$ cat config.mk
export PLATFORM = sky130hd
export DESIGN_NAME = lab3_mem_blocking_mem_arb
export DESIGN_NICKNAME = d
export VERILOG_FILES = /design/src/rtl/lab3_mem_blocking_mem_arb.sv
export SDC_FILE = /design/constraint.sdc
export NUM_CORES = 1
export LEC_CHECK = 0
export CAP_MARGIN = 25
export CORE_AREA = 4 4 375 377
export DETAILED_ROUTE_END_ITERATION = 10
export DIE_AREA = 0 0 379 381
export REMOVE_ABC_BUFFERS = 1
export SLEW_MARGIN = 5
export SYNTH_ARGS = -nofsm -noshare
export SYNTH_HDL_FRONTEND = slang
export SYNTH_SLANG_ARGS = --single-unit
$ cat constraint.sdc
create_clock -name clk -period 3.2 [get_ports clk]
set_input_delay 0.48 -clock clk [delete_from_list [all_inputs] [get_ports clk]]
set_output_delay 0.48 -clock clk [all_outputs]
set_load 0.02 [all_outputs]
$ cat src/rtl/lab3_mem_blocking_mem_arb.sv
`timescale 1ns/1ps
`default_nettype none
// ============================================================================
// Module      : lab3_mem_blocking_mem_arb
// Description : Two-port blocking memory arbiter that lets two caches share
//               one memory port, with one transaction outstanding at a time.
//               Define LAB3_MEM_MEM_ARB_RR_EN for round-robin arbitration;
//               fixed priority to port 0 otherwise.
// Revision    : 1.0 - initial release
// ============================================================================
module lab3_mem_blocking_mem_arb #(
    parameter int p_req_nbits  = 175,
    parameter int p_resp_nbits = 145
) (
    input  logic                    clk,
    input  logic                    reset,

    input  logic [p_req_nbits-1:0]  req0_msg,
    input  logic                    req0_val,
    output logic                    req0_rdy,
    input  logic [p_req_nbits-1:0]  req1_msg,
    input  logic                    req1_val,
    output logic                    req1_rdy,

    output logic [p_resp_nbits-1:0] resp0_msg,
    output logic                    resp0_val,
    input  logic                    resp0_rdy,
    output logic [p_resp_nbits-1:0] resp1_msg,
    output logic                    resp1_val,
    input  logic                    resp1_rdy,

    output logic [p_req_nbits-1:0]  memreq_msg,
    output logic                    memreq_val,
    input  logic                    memreq_rdy,
    input  logic [p_resp_nbits-1:0] memresp_msg,
    input  logic                    memresp_val,
    output logic                    memresp_rdy
);

    typedef enum logic [1:0] {
        ST_IDLE = 2'd0,
        ST_REQ  = 2'd1,
        ST_RESP = 2'd2
    } state_t;

    state_t                 r_state;
    logic [p_req_nbits-1:0] r_req_buf;
    logic                   r_owner;
    logic                   r_prio;

    logic w_idle;
    logic w_in_req;
    logic w_in_resp;
    logic w_grant1;
    logic w_req_go;
    logic w_owner_rdy;

    assign w_idle    = (r_state == ST_IDLE);
    assign w_in_req  = (r_state == ST_REQ);
    assign w_in_resp = (r_state == ST_RESP);

    // Port 1 wins when it is the only requester or when it holds priority.
    assign w_grant1 = req1_val && (!req0_val || r_prio);

    // Ready is masked while reset is held so no handshake can complete.
    assign req0_rdy = reset && w_idle && req0_val && !w_grant1;
    assign req1_rdy = reset && w_idle && w_grant1;
    assign w_req_go = req0_rdy || req1_rdy;

    assign memreq_val = w_in_req;
    assign memreq_msg = w_in_req ? r_req_buf : '0;

    assign w_owner_rdy = r_owner ? resp1_rdy : resp0_rdy;
    assign memresp_rdy = w_in_resp && w_owner_rdy;

    // Response data fans out to both ports; only the valids are steered.
    assign resp0_msg = memresp_msg;
    assign resp1_msg = memresp_msg;
    assign resp0_val = w_in_resp && !r_owner && memresp_val;
    assign resp1_val = w_in_resp &&  r_owner && memresp_val;

    always_ff @(posedge clk or negedge reset) begin
        if (!reset) begin
            r_state   <= ST_IDLE;
            r_req_buf <= '0;
            r_owner   <= 1'b0;
            r_prio    <= 1'b0;
        end else begin
            case (r_state)
                ST_IDLE: begin
                    if (w_req_go) begin
                        r_req_buf <= w_grant1 ? req1_msg : req0_msg;
                        r_owner   <= w_grant1;
`ifdef LAB3_MEM_MEM_ARB_RR_EN
                        r_prio    <= !w_grant1;
`else
                        r_prio    <= 1'b0;
`endif
                        r_state   <= ST_REQ;
                    end
                end
                ST_REQ: begin
                    if (memreq_rdy) begin
                        r_state <= ST_RESP;
                    end
                end
                ST_RESP: begin
                    if (memresp_val && w_owner_rdy) begin
                        r_state <= ST_IDLE;
                    end
                end
                default: begin
                    r_state <= ST_IDLE;
                end
            endcase
        end
    end

endmodule
`default_nettype wire

==> results_dict.tcl <==
set metrics [dict create \
    slew_headroom_pct 40.5 \
    cts_made_buffers 17 \
    place.port_buffers 538 \
    fp.coreArea_mm2 0.137 \
    rsz0062_at_grt "no" \
    synthCells 1072 \
    cp-endpoint "memresp_rdy" \
    final_util_pct 14.0 \
    start_util_pct 9.71 \
    start_kind "input pin" \
    grt_pass1_wl_mm 147 \
    worstPathRequired_ns 2.72 \
    synth_top_area_cell "dfrtp_1" \
    finish.instance_area_mm2 0.0192 \
    grt_pass1_vias 9902 \
    finalPower_mw 13.3 \
    cts_root_buffer "clkbuf_16" \
    syn_area_mm2 0.0133 \
    syn_area_per_cell_um2 12.4 \
    fin_crit_ns 3.02 \
    avgViaCountPerCell 3.12 \
    critPathArrivalTime_ns 2.54 \
    dr.pass1.iters 4 \
    layout.nets 1815 \
    reg2reg_to "r_req_buf[162]$_DFFE_PN0P_" \
    dieArea_mm2 0.144 \
    cts_buffer_depth 2 \
    antenna_found_initial 15 \
    finalHoldViolations 0 \
    drt_iter0_drc 549 \
    hp-class "in2async" \
    yosysWarnings 0 \
    max_freq_mhz 331 \
    io_pins 974 \
    die-height_um 381 \
    drive_gt1_share_pct 28.1 \
    hpwlAfterDp_mm 107 \
    yosys.cell_types.count 23 \
    place_inst 3086 \
    timing.rr.start "r_state[1]$_DFFE_PN0P_" \
    path_clk_slew_ns 0.08 \
    grt.total_usage_pct 16.9 \
    syn2layout_area_growth_pct 43.9 \
    peakVddDrop_mv 0.471 \
    critPathCaptureType "output port" \
    path_class "in2out" \
    fin_crit_sh_pct 94.4 \
    path_max_fanout 2 \
    fillCellCount 15400 \
    placementRows 136 \
    tritoncts "yes" \
    h-tree-depth 4 \
    ff2ff_setup_slack_ns 1.14 \
    timing.max_cap.violations 0 \
    vias 9752 \
    fin_tns_setup_ns 0 \
    postCtsSetupBuffers 0 \
    drtAntennaViolNets 0 \
    place_congestion 0.759 \
    seq_area_frac_synth_pct 33.5 \
    place_area_mm2 0.0185 \
    ys_seq_elements 178 \
    grt_overflow 0 \
    post-route-drc-count 0 \
    p_per_area_mw_per_mm2 694 \
    routed_wl_mm 125 \
    run_status "complete, no violations" \
    finalSetupViolations 0 \
    skew_ns 0.0464 \
    rr_worst_depth 5 \
    cts.sinks 178 \
    netlist.area_leader.share_pct 33.5 \
    synth_area_leaders "dfrtp_1 (33%), mux2_4 (27%), buf_4 (17%)" \
    die_w_um 379 \
    insertion_delay_ns 0.56 \
    grt_max_degree 69 \
    leakagePower_nw 7.55 \
    wire_per_inst_um 40.0 \
    cp-startpoint "resp0_rdy" \
    instances_no_fill 3128 \
    worst_slew_pin_slew_ns 0.893 \
    drv_slew 0 \
]
[cells in the mapped netlist]
master,number
a21o_1,1
a21oi_1,1
and2_1,176
and3_1,1
and3b_1,1
buf_12,15
buf_2,4
buf_4,294
buf_6,18
clkbuf_1,18
dfrtp_1,178
inv_1,2
mux2_1,50
mux2_2,61
mux2_4,239
mux2i_1,1
nand2_1,3
nand2b_4,1
nor2_1,2
nor2b_1,3
nor3b_2,1
o21a_1,1
o21ai_0,1
[kinds of logic (layout without fill, tap and decap cells)]
logic type,count (synthesis),after routing,share of synthesized area [%]
other,0,9,0
buffers and inverters,351,604,21.1
and+or+nand+nor,188,188,8.86
muxes,351,351,36.4
AOI/OAI and AO/OA,4,4,0.188
DFF,178,178,33.5
[critical path: stages]
cell and delay [ns]:
clkdlybuf4s50_1 0.67, mux2i_1 0.20, nor2b_2 0.40, clkdlybuf4s50_1 0.77
[metal layers]
| layer | track usage (%) | wire, µm | vias to the layer above |
|---|---|---|---|
| met5 | 11.5 | 2400 | - |
| met2 | 25.9 | 53900 | 1400 |
| met3 | 20.7 | 31600 | 120 |
| li1 | - | - | 3760 |
| met1 | 12.4 | 34000 | 4437 |
| met4 | 4.91 | 3320 | 35 |
[cell type report]
| cell class | count | area (µm²) | area share [%] |
|---|---|---|---|
| antenna | 9 | 22.5 | 0.118 |
| tap | 1794 | 2240 | 11.7 |
| multi-input combinational | 543 | 6080 | 31.7 |
| inverter | 2 | 7.51 | 0.0392 |
| sequential | 178 | 4450 | 23.3 |
| clock inverter | 14 | 166 | 0.869 |
| clock buffer | 18 | 429 | 2.24 |
| timing repair buffer | 570 | 5750 | 30.0 |
[state kept, by name, summed over array words and instances, names as in the netlist]
register / flops
r_owner: 1
r_state: 2
r_req_buf: 175
[worst min path at each step]
stage	startpoint	endpoint	slack [ns]	cells past startpoint
6_report	reset	r_req_buf[22]$_DFFE_PN0P_	0.36	2
5_1_grt	reset	r_req_buf[22]$_DFFE_PN0P_	0.32	2
4_1_cts	reset	r_req_buf[22]$_DFFE_PN0P_	0.28	2
3_5_place_dp	reset	r_req_buf[109]$_DFFE_PN0P_	0.28	1
3_3_place_gp	reset	r_req_buf[47]$_DFFE_PN0P_	0.28	1
2_1_floorplan	reset	r_owner$_DFFE_PN0P_	0.18	0
[through the flow]
stage / hold WS [ns] / worst slack [ns]
after floorplan: 0.184 / -4.16
after global placement: 0.284 / -0.0895
after detailed placement: 0.284 / -0.0920
after CTS: 0.283 / 0.0900
after global routing: 0.324 / 0.0374
final: 0.358 / 0.180
[placed cells by master (no fill, tap or decap), drive strengths merged]
master,Yosys,routed
mux2i,1,1
and3,1,1
dlygate4sd3,0,1
mux2,350,350
nand2,3,3
nor2b,3,3
diode,0,9
clkinv,0,6
a21oi,1,1
nor3b,1,1
o21a,1,1
dfrtp,178,178
clkbuf,18,18
and2,176,176
clkinvlp,0,1
nand2b,1,1
o21ai,1,1
and3b,1,1
buf,331,34
clkdlybuf4s50,0,535
a21o,1,1
inv,2,9
nor2,2,2
[where the power goes]
part / leakage [nW] / switching [mW] / internal, mW
clock network: 0.286 / 1.24 / 1.05
logic: 5.18 / 2.96 / 3.99
registers: 2.09 / 0.644 / 3.40
[timing repair]
| action | in CTS | in global routing |
|---|---|---|
| endpoints found under the setup margin | 2 | 0 |
| hold buffers | 1 | 0 |
| endpoints found under the hold margin | 31 | 0 |
| gates resized for setup | 3 | 0 |
Note: power is estimated with default switching activity, not from simulation.
